**src/rtl/bip_pkg.sv**
```systemverilog
// Shared definitions for the BIP control unit: default widths, opcode encodings,
// datapath mux A encodings, the sequencer state type and the decoded control bundle.
package bip_pkg;

    localparam int unsigned PC_WIDTH_DEFAULT    = 11;
    localparam int unsigned INSTR_WIDTH_DEFAULT = 16;
    localparam int unsigned COUNT_WIDTH_DEFAULT = 16;
    localparam int unsigned OPC_WIDTH           = 5;

    localparam logic [OPC_WIDTH-1:0] OP_HLT  = 5'b00000;
    localparam logic [OPC_WIDTH-1:0] OP_STO  = 5'b00001;
    localparam logic [OPC_WIDTH-1:0] OP_LD   = 5'b00010;
    localparam logic [OPC_WIDTH-1:0] OP_LDI  = 5'b00011;
    localparam logic [OPC_WIDTH-1:0] OP_ADD  = 5'b00100;
    localparam logic [OPC_WIDTH-1:0] OP_ADDI = 5'b00101;
    localparam logic [OPC_WIDTH-1:0] OP_SUB  = 5'b00110;
    localparam logic [OPC_WIDTH-1:0] OP_SUBI = 5'b00111;

    localparam logic [1:0] SELA_MEM = 2'd0;
    localparam logic [1:0] SELA_IMM = 2'd1;
    localparam logic [1:0] SELA_ALU = 2'd2;

    typedef enum logic [2:0] {
        StIdle,
        StFetch,
        StDecode,
        StExec,
        StHalt
    } state_e;

    // Decoded controls for one opcode; rd_ram is consumed in DECODE, the rest in EXEC.
    typedef struct packed {
        logic [1:0] sel_a;
        logic       sel_b;
        logic       op;
        logic       wr_acc;
        logic       wr_ram;
        logic       rd_ram;
        logic       is_hlt;
    } ctrl_t;

endpackage

```
**src/rtl/bip_control_unit_if.sv**
```systemverilog
// Program-memory, data-memory and datapath-control signals of the BIP control unit.
//   master: control unit side (drives addresses, strobes, datapath controls).
//   slave : memory/datapath side (returns InstrData).
interface bip_control_unit_if #(
    parameter int unsigned PC_WIDTH    = bip_pkg::PC_WIDTH_DEFAULT,
    parameter int unsigned INSTR_WIDTH = bip_pkg::INSTR_WIDTH_DEFAULT
);
    logic [PC_WIDTH-1:0]    InstrAddr;
    logic [INSTR_WIDTH-1:0] InstrData;
    logic [PC_WIDTH-1:0]    DataAddr;
    logic                   RdRam;
    logic                   WrRam;
    logic [1:0]             SelA;
    logic                   SelB;
    logic                   Op;
    logic                   WrAcc;
    logic [PC_WIDTH-1:0]    operand;

    modport master (
        output InstrAddr, DataAddr, RdRam, WrRam, SelA, SelB, Op, WrAcc, operand,
        input  InstrData
    );

    modport slave (
        input  InstrAddr, DataAddr, RdRam, WrRam, SelA, SelB, Op, WrAcc, operand,
        output InstrData
    );

endinterface

```
**src/rtl/bip_instruction_decoder.sv**
```systemverilog
// Combinational opcode decoder for the BIP control unit.
//   opcode_i : 5-bit opcode
//   ctrl_o   : {sel_a, sel_b, op, wr_acc, wr_ram, rd_ram, is_hlt}; unknown opcodes are NOPs
module bip_instruction_decoder
    import bip_pkg::*;
(
    input  logic [OPC_WIDTH-1:0] opcode_i,
    output ctrl_t                ctrl_o
);

    always_comb begin
        ctrl_o = '0;
        case (opcode_i)
            OP_HLT:  ctrl_o.is_hlt = 1'b1;
            OP_STO:  ctrl_o.wr_ram = 1'b1;
            OP_LD: begin
                ctrl_o.sel_a  = SELA_MEM;
                ctrl_o.wr_acc = 1'b1;
                ctrl_o.rd_ram = 1'b1;
            end
            OP_LDI: begin
                ctrl_o.sel_a  = SELA_IMM;
                ctrl_o.wr_acc = 1'b1;
            end
            OP_ADD: begin
                ctrl_o.sel_a  = SELA_ALU;
                ctrl_o.wr_acc = 1'b1;
                ctrl_o.rd_ram = 1'b1;
            end
            OP_ADDI: begin
                ctrl_o.sel_a  = SELA_ALU;
                ctrl_o.sel_b  = 1'b1;
                ctrl_o.wr_acc = 1'b1;
            end
            OP_SUB: begin
                ctrl_o.sel_a  = SELA_ALU;
                ctrl_o.op     = 1'b1;
                ctrl_o.wr_acc = 1'b1;
                ctrl_o.rd_ram = 1'b1;
            end
            OP_SUBI: begin
                ctrl_o.sel_a  = SELA_ALU;
                ctrl_o.sel_b  = 1'b1;
                ctrl_o.op     = 1'b1;
                ctrl_o.wr_acc = 1'b1;
            end
            default: ;
        endcase
    end

endmodule

```
**src/rtl/bip_control_unit.sv**
```systemverilog
// BIP accumulator sequencer: FETCH/DECODE/EXEC per instruction, HLT parks in HALT.
//   clk, rst_n  : clock, asynchronous active-low reset
//   start       : level, begins execution at address 0 from IDLE or HALT
//   bus         : program memory, data memory strobes and datapath controls
//   halted      : high while in HALT
//   CycleCount  : saturating count of FETCH/DECODE/EXEC cycles since the last start
module bip_control_unit
    import bip_pkg::*;
#(
    parameter int unsigned PC_WIDTH    = PC_WIDTH_DEFAULT,
    parameter int unsigned INSTR_WIDTH = INSTR_WIDTH_DEFAULT,
    parameter int unsigned COUNT_WIDTH = COUNT_WIDTH_DEFAULT
) (
    input  logic                   clk,
    input  logic                   rst_n,
    input  logic                   start,
    bip_control_unit_if.master     bus,
    output logic                   halted,
    output logic [COUNT_WIDTH-1:0] CycleCount
);

    state_e                 state_q, state_d;
    logic [PC_WIDTH-1:0]    pc_q, pc_d;
    logic [INSTR_WIDTH-1:0] ir_q, ir_d;
    logic [COUNT_WIDTH-1:0] count_q, count_d;
    logic [OPC_WIDTH-1:0]   opcode;
    logic                   running;
    ctrl_t                  ctrl;

    // In DECODE the instruction is still on the memory bus; afterwards it lives in IR.
    assign opcode  = (state_q == StDecode) ? bus.InstrData[INSTR_WIDTH-1 -: OPC_WIDTH]
                                           : ir_q[INSTR_WIDTH-1 -: OPC_WIDTH];
    assign running = (state_q == StFetch) || (state_q == StDecode) || (state_q == StExec);

    bip_instruction_decoder u_decoder (
        .opcode_i (opcode),
        .ctrl_o   (ctrl)
    );

    always_comb begin
        state_d = state_q;
        pc_d    = pc_q;
        ir_d    = ir_q;
        count_d = count_q;
        unique case (state_q)
            StIdle, StHalt: begin
                if (start) begin
                    state_d = StFetch;
                    pc_d    = '0;
                    count_d = '0;
                end
            end
            StFetch:  state_d = StDecode;
            StDecode: begin
                ir_d    = bus.InstrData;
                state_d = ctrl.is_hlt ? StHalt : StExec;
            end
            StExec: begin
                pc_d    = pc_q + 1'b1;
                state_d = StFetch;
            end
            default:  state_d = StIdle;
        endcase
        if (running && (count_q != '1)) begin
            count_d = count_q + 1'b1;
        end
    end

    always_ff @(posedge clk or negedge rst_n) begin
        if (!rst_n) begin
            state_q <= StIdle;
            pc_q    <= '0;
            ir_q    <= '0;
            count_q <= '0;
        end else begin
            state_q <= state_d;
            pc_q    <= pc_d;
            ir_q    <= ir_d;
            count_q <= count_d;
        end
    end

    // Outputs decode from state only, so strobes fall together with rst_n.
    always_comb begin
        bus.InstrAddr = pc_q;
        bus.DataAddr  = '0;
        bus.RdRam     = 1'b0;
        bus.WrRam     = 1'b0;
        bus.SelA      = SELA_MEM;
        bus.SelB      = 1'b0;
        bus.Op        = 1'b0;
        bus.WrAcc     = 1'b0;
        bus.operand   = ir_q[PC_WIDTH-1:0];
        halted        = (state_q == StHalt);
        CycleCount    = count_q;
        case (state_q)
            StDecode: begin
                bus.RdRam    = ctrl.rd_ram;
                bus.DataAddr = bus.InstrData[PC_WIDTH-1:0];
            end
            StExec: begin
                bus.DataAddr = ir_q[PC_WIDTH-1:0];
                bus.SelA     = ctrl.sel_a;
                bus.SelB     = ctrl.sel_b;
                bus.Op       = ctrl.op;
                bus.WrAcc    = ctrl.wr_acc;
                bus.WrRam    = ctrl.wr_ram;
            end
            default: ;
        endcase
    end

endmodule

```
**src/flat_wrapper.sv**
```systemverilog
// flat-port wrapper written by rule: the top's interface ports become plain ports
module bip_control_unit_flat import bip_pkg::*;
#(
    parameter int unsigned PC_WIDTH    = PC_WIDTH_DEFAULT,
    parameter int unsigned INSTR_WIDTH = INSTR_WIDTH_DEFAULT,
    parameter int unsigned COUNT_WIDTH = COUNT_WIDTH_DEFAULT
)
  (clk, rst_n, start, halted, CycleCount, bus_InstrAddr, bus_DataAddr, bus_RdRam, bus_WrRam, bus_SelA, bus_SelB, bus_Op, bus_WrAcc, bus_operand, bus_InstrData);
  bip_control_unit_if #(.PC_WIDTH(PC_WIDTH), .INSTR_WIDTH(INSTR_WIDTH)) bus_i ();
  input  logic clk;
  input  logic rst_n;
  input  logic start;
  output logic halted;
  output logic [COUNT_WIDTH-1:0] CycleCount;
  output wire logic [$bits(bus_i.InstrAddr)-1:0] bus_InstrAddr;
  output wire logic [$bits(bus_i.DataAddr)-1:0] bus_DataAddr;
  output wire logic [$bits(bus_i.RdRam)-1:0] bus_RdRam;
  output wire logic [$bits(bus_i.WrRam)-1:0] bus_WrRam;
  output wire logic [$bits(bus_i.SelA)-1:0] bus_SelA;
  output wire logic [$bits(bus_i.SelB)-1:0] bus_SelB;
  output wire logic [$bits(bus_i.Op)-1:0] bus_Op;
  output wire logic [$bits(bus_i.WrAcc)-1:0] bus_WrAcc;
  output wire logic [$bits(bus_i.operand)-1:0] bus_operand;
  input wire logic [$bits(bus_i.InstrData)-1:0] bus_InstrData;
  assign bus_InstrAddr = bus_i.InstrAddr;
  assign bus_DataAddr = bus_i.DataAddr;
  assign bus_RdRam = bus_i.RdRam;
  assign bus_WrRam = bus_i.WrRam;
  assign bus_SelA = bus_i.SelA;
  assign bus_SelB = bus_i.SelB;
  assign bus_Op = bus_i.Op;
  assign bus_WrAcc = bus_i.WrAcc;
  assign bus_operand = bus_i.operand;
  assign bus_i.InstrData = bus_InstrData;
  bip_control_unit #(.PC_WIDTH(PC_WIDTH), .INSTR_WIDTH(INSTR_WIDTH), .COUNT_WIDTH(COUNT_WIDTH)) u_core (.clk(clk), .rst_n(rst_n), .start(start), .bus(bus_i), .halted(halted), .CycleCount(CycleCount));
endmodule
```
**config.mk**
```make
export PLATFORM = sky130hd
export DESIGN_NAME = bip_control_unit_flat
export DESIGN_NICKNAME = d
export VERILOG_FILES = /design/src/rtl/bip_pkg.sv /design/src/rtl/bip_control_unit_if.sv /design/src/rtl/bip_instruction_decoder.sv /design/src/rtl/bip_control_unit.sv /design/src/flat_wrapper.sv
export SDC_FILE = /design/constraint.sdc
export NUM_CORES = 1
export LEC_CHECK = 0
export CORE_MARGIN = 2
export CORE_UTILIZATION = 35
export DETAILED_ROUTE_END_ITERATION = 12
export PLACE_DENSITY = 0.72
export SLEW_MARGIN = 20
export SYNTH_ARGS = -nofsm -noshare
export SYNTH_HDL_FRONTEND = slang
export SYNTH_SLANG_ARGS = --single-unit
```
**constraint.sdc**
```tcl
create_clock -name clk -period 2.9 [get_ports clk]
set_input_delay 0.435 -clock clk [delete_from_list [all_inputs] [get_ports clk]]
set_output_delay 0.435 -clock clk [all_outputs]
set_load 0.005 [all_outputs]
```
==> run metrics, run 1 <==
Hold Vio Cnt, Final=0; Worst Path Arrival=2.24 ns; prevailing post-synth register cell=dfrtp_1; Data required, critical path=approximately 2.5 ns; Iteration-0 DRC Markers=120; largest net degree at the start of global routing=47; number of port buffers=75; most common cell after layout, fill and taps aside=clkdlybuf4s50_1; Critical Path Sink Type=output pin; Synth area leader=dfrtp_1; DP Wirelength=4390 um; Vias=~2200; clock tree from TritonCTS=built; Least-Margin Pin Slew=just over 0.6 ns; die width=89.6 um; syn avg cell area=about 9.6 um^2; Synth async-reset ratio=1.00; synth unique cells=43; dpl cell area=0.00330 mm^2; CTS root buf=clkbuf_8; Final Cycle Share=0.922; Post-Syn Area=around 0.0026 mm^2; worst hold slack=approximately 0.13 ns; worst slack at placement=about 0.56 ns; Slew HR=0.597; Max Root-Sink Buffers=2; Pleak=1.44 nW; Max Slew Vio Count=0; flops & latches, synth=46; CP max stage cell=clkdlybuf4s50_1; Initial Util=0.358; layout cells sized above 1=0.130; status=completed; Net count, final=between 300 and 400; post_cts resized=0; multi-input gate area in the final layout=roughly 0.0012 mm^2; CTS sink cnt=46; post-synthesis instance total=~270; Max-cap violations=0; # diodes=0; slowest cell delay on critical path=approximately 0.52 ns; Setup Fix Bufs, Post-CTS=0; critical path class=register to output pin; post-synthesis sequential area ratio=0.449; H-tree levels=2; worst-path fanout max=11; Fillers=about 700; Final Instance Area=0.00342 mm^2; RSZ-0062 raised after global routing=false; worst vdd ir=0.445 mV; total global routing overflow=0; total track usage=0.159; Hold-fix buffers, CTS=0; synth warn=0; top cell type's share of synthesized area=0.449; Clock Skews=around 0.0064 ns; Finish-stage setup viols=0; setup_tns=0 ns; Die H=~90 um; Pre-antenna DRT Iters=4; hold crit path type=input port to async pin; Post-synth EDFFs=0; most frequent cells in the layout=74 x clkdlybuf4s50_1, 46 x dfrtp_1, 31 x nand2_1, 27 x nor2_1, 17 x mux2_2; DRT Wirelength=a little over 6000 um; total power=2.97 mW; clock latency on the worst-skew pair=approximately 0.3 ns; Core Box Area=slightly above 0.007 mm^2; Startpoint Class=register; I/O pins=76; vias per std cell=5.06; drc violations=0; Area Overhead vs Synth=33.1%; Syn Nets=287; worst setup margin=~0.23 ns; CTS buffer count=5; Cell Pwr Density=a little under 900 mW/mm^2; WL/cell=between 10 and 15 um; initial antenna violation count=0; # rows=31; vias in the first global route=roughly 2100; Reg area=approximately 0.0012 mm^2; top post-synthesis cells by area=dfrtp_1 45%, mux2_2 7.5%, mux2i_1 5.5%; Fmax achieved=0.374 GHz; first-pass GRT wire length=between 9000 and 10000 um; fin crit period=2.67 ns; worst path cell trace=nand2b_2 -> nor2_1 -> buf_4 -> or3b_2 -> a21oi_1 -> clkdlybuf4s50_1; GPL Wtd Cong=approximately 0.85; ANT nets after route=0; die area=between 0.008 and 0.009 mm^2; CTS clock-pin slew for the worst setup and hold paths=0.09 ns
## routing by layer
layer	wire (um)	GRT usage	up-vias	share of wire
met5	0	0	-	0
met4	61	0.0434	0	0.010
met3	456	0.0594	6	0.075
met2	2970	0.262	62	0.49
met1	2570	0.197	1051	0.42
li1	-	-	1060	-
## cell type report
type / instances / area share
Multi-Input combinational cell: 192 / 0.358
Sequential cell: 46 / 0.337
Timing Repair Buffer: 80 / 0.230
Tap cell: 99 / 0.0363
Clock buffer: 5 / 0.0201
Clock inverter: 3 / 0.0117
Inverter: 6 / 0.00659
## Yosys cell counts, types with 3 or more instances
library cell and instances:
nand3_1 13, nor3_1 6, buf_6 4, inv_1 6
nand2_1 31, mux2i_1 14, buf_2 3, o31ai_1 3
o21ai_1 7, a31oi_1 3, or3_1 4, a21oi_1 9
buf_4 14, dfrtp_1 46, nand4_1 6, o21ai_0 16
a21o_1 3, mux2_2 17, nor2_1 27
## report_power, final
group | internal [mW] | switching, mW
Combinational | 0.818 | 0.642
Sequential | 0.836 | 0.188
Clock | 0.254 | 0.227
## per-stage QoR
stage / util / cells
floorplan: - / 266
global placement: 0.461 / 423
detailed placement: 0.461 / 423
CTS: 0.476 / 431
global route: 0.476 / 431
finish: 0.476 / 431
## sequential cells by signal (all words and copies together) (netlist names)
| register | flops |
|---|---|
| u_core.state_q | 3 |
| u_core.bus.InstrAddr | 11 |
| u_core.CycleCount | 16 |
| u_core.ir_q | 16 |
## path summary, 6_finish.rpt
path                                          start                        to  slack, ns  cells after the start
max reg2reg                       u_core.state_q[0]     u_core.CycleCount[11]       0.89                      6
max                               u_core.state_q[2]               bus_SelA[0]       0.23                      6
min reg2reg                u_core.bus.InstrAddr[10]  u_core.bus.InstrAddr[10]       0.49                      1
min in group clk           u_core.bus.InstrAddr[10]  u_core.bus.InstrAddr[10]       0.49                      1
min                                           rst_n   u_core.bus.InstrAddr[2]       0.13                      1
max in group asynchronous                     rst_n      u_core.CycleCount[6]       2.37                      1
## worst max-delay path: cells and delay by family (launching register included)
family	cells	cell delay [ns]
flops	1	0.44
buf+inv	2	0.69
simple gates	3	0.64
compound gates	1	0.16
## cells by family after synthesis
family,count (synthesis),synth area share
AND/OR/NAND/NOR,106,0.206
AO/OA/AOI/OAI,52,0.128
multiplexers,31,0.129
flip-flops,46,0.449
buffers and inverters,28,0.0746
XOR/XNOR,1,0.00341
adder cells (fa/ha/maj),2,0.00975
No activity file was read; power rests on OpenSTA's default activity.
==> run 2: changes to the inputs <==
--- a/config.mk
+++ b/config.mk
@@ -8,7 +8,7 @@
 export CORE_MARGIN = 2
 export CORE_UTILIZATION = 35
 export DETAILED_ROUTE_END_ITERATION = 12
-export PLACE_DENSITY = 0.72
+export PLACE_DENSITY_LB_ADDON = 0.25
 export SLEW_MARGIN = 20
 export SYNTH_ARGS = -nofsm -noshare
 export SYNTH_HDL_FRONTEND = slang
==> run metrics, run 2 (synthesized netlist as in run 1, its figures left out) <==
number of port buffers=75 (unchanged); CTS buffer count=5 (unchanged); clock tree from TritonCTS=built; Die H=89.6 um (unchanged); I/O pins=76 (unchanged); Comb pwr share=0.505 (+0.013); status=completed; Data required, critical path=2.47 ns (about the same); CP max stage cell=clkdlybuf4s50_1; hold crit path type=input port to async pin; gr busiest metal=met2; CTS root buf=clkbuf_8; Critical Path Sink Type=output pin; setup_tns=0 ns (unchanged); Max Slew Vio Count=0 (unchanged); most frequent cells in the layout=74 x clkdlybuf4s50_1, 46 x dfrtp_1, 31 x nand2_1, 27 x nor2_1, 17 x mux2_2; Fmax achieved=0.372 GHz (-0.51%); worst-path fanout max=13 (+2); Clk network pwr share=0.139 (-0.023); die area=0.00803 mm^2 (unchanged); critical path class=register to output pin; Switch Pwr=1.03 mW (-2.6%); first-pass GRT wire length=9560 um (-3.5%); worst hold slack=0.140 ns (+0.0134 ns); vias in the first global route=2031 (-4.6%); Vias=2178 (-0.046%); Pleak=1.43 nW (-0.67%); met1 global-route usage=0.203 (+0.00576); RSZ-0062 raised after global routing=false; most common cell after layout, fill and taps aside=clkdlybuf4s50_1; Cell Pwr Density=846 mW/mm^2 (-2.5%); largest net degree at the start of global routing=47 (unchanged); Worst Path Arrival=2.25 ns (about the same); Slew HR=0.606 (+0.00952); Max-cap violations=0 (unchanged); Sw Share=0.358 (+0.00129); Core Box Area=0.00718 mm^2 (unchanged); Hold-fix buffers, CTS=0 (unchanged); Hold Vio Cnt, Final=0 (unchanged); Initial Util=0.358 (unchanged); # diodes=0 (unchanged); die width=89.6 um (unchanged); DRT Wirelength=5910 um (-2.5%); CTS clock-pin slew for the worst setup and hold paths=0.09 ns (about the same); ANT nets after route=0 (unchanged); Flop pwr share=0.356 (+0.011); Area Overhead vs Synth=32.4%; worst vdd ir=0.395 mV (-11%); total global routing overflow=0 (unchanged); WL/cell=13.7 um (-2.5%); Pre-antenna DRT Iters=4 (unchanged); Net count, final=352 (unchanged); H-tree levels=2 (unchanged); Clock Skews=0.00718 ns (+0.000790 ns); Iteration-0 DRC Markers=61 (-49%); Internal=1.85 mW (-3.2%); Finish-stage setup viols=0 (unchanged); Setup Fix Bufs, Post-CTS=0 (unchanged); clock latency on the worst-skew pair=0.29 ns (about the same); total track usage=0.154 (-0.00579); post_cts resized=0 (unchanged); drc violations=0 (unchanged); initial antenna violation count=0 (unchanged); fin crit period=2.69 ns (+0.0136 ns); Max Root-Sink Buffers=2 (unchanged); worst path cell trace=buf_4 -> nand3b_1 -> nor3_1 -> nand2_1 -> a21oi_1 -> clkdlybuf4s50_1; GPL Wtd Cong=0.800 (-6.1%); M2 GR Usage=0.247 (-0.0147); CTS sink cnt=46 (unchanged); Least-Margin Pin Slew=0.591 ns (-0.0142 ns); met3 Usage GRT=0.0393 (-0.0201); # rows=31 (unchanged); vias per std cell=5.05 (about the same); Startpoint Class=register; layout cells sized above 1=0.127 (-0.00301); DP Wirelength=4350 um (-1.1%); Fillers=703 (-0.14%); slowest cell delay on critical path=0.52 ns (about the same); Final Cycle Share=0.927 (+0.00469)
[run 2: power by group through the flow]
stage / sequential [mW] / combinational [mW] / clock [mW]
after global placement: 1.03 / 1.45 / 0
after floorplan: 0.982 / 0.954 / 0
final: 1.02 / 1.45 / 0.399
after global routing: 1.06 / 1.61 / 0.450
after CTS: 1.02 / 1.48 / 0.426
after detailed placement: 1.03 / 1.47 / 0
[run 2: layer usage]
| metal | vias up | routed length, um |
|---|---|---|
| li1 | 1068 | - |
| met1 | 1062 | 2750 |
| met5 | - | 0 |
| met3 | 7 | 240 |
| met4 | 0 | 89 |
| met2 | 41 | 2830 |
[run 2: cell type report]
class                           instances  area [um^2]  share of cell area
Multi-Input combinational cell        192         1220               0.360
Clock buffer                            7         86.3              0.0254
Clock inverter                          1         5.00             0.00147
Tap cell                               99          124              0.0365
Inverter                                6         22.5             0.00663
Sequential cell                        46         1150               0.339
Timing Repair Buffer                   80          786               0.231
[run 2: path summary, 6_finish.rpt]
kind / start / end / slack [ns] / depth (start not counted)
min reg2reg: u_core.bus.InstrAddr[10] / u_core.bus.InstrAddr[10] / 0.48 / 1
max: u_core.state_q[0] / bus_SelA[0] / 0.21 / 6
min in group clk: u_core.bus.InstrAddr[10] / u_core.bus.InstrAddr[10] / 0.48 / 1
max reg2reg: u_core.state_q[0] / u_core.CycleCount[11] / 0.91 / 6
min: rst_n / u_core.bus.InstrAddr[0] / 0.14 / 1
max in group asynchronous: rst_n / u_core.ir_q[1] / 2.35 / 1
[run 2: critical path: cells and delay by family, from the launching register on]
family | cells | cell delay, ns
AOI/OAI and AO/OA | 1 | 0.17
buffers and inverters | 2 | 0.74
DFF | 1 | 0.38
and+or+nand+nor | 3 | 0.67
[run 2: metrics by stage]
| stage | worst slack [ns] | area (um^2) | instances | total power [mW] | util |
|---|---|---|---|---|---|
| final | 0.212 | 3400 | 431 | 2.88 | 0.474 |
| after global routing | 0.0432 | 3400 | 431 | 3.11 | 0.474 |
| after CTS | 0.162 | 3400 | 431 | 2.93 | 0.473 |
| after detailed placement | 0.520 | 3300 | 423 | 2.50 | 0.461 |
| after global placement | 0.570 | 3300 | 423 | 2.48 | 0.461 |
| after floorplan | 1.07 | 2570 | 266 | 1.94 | - |
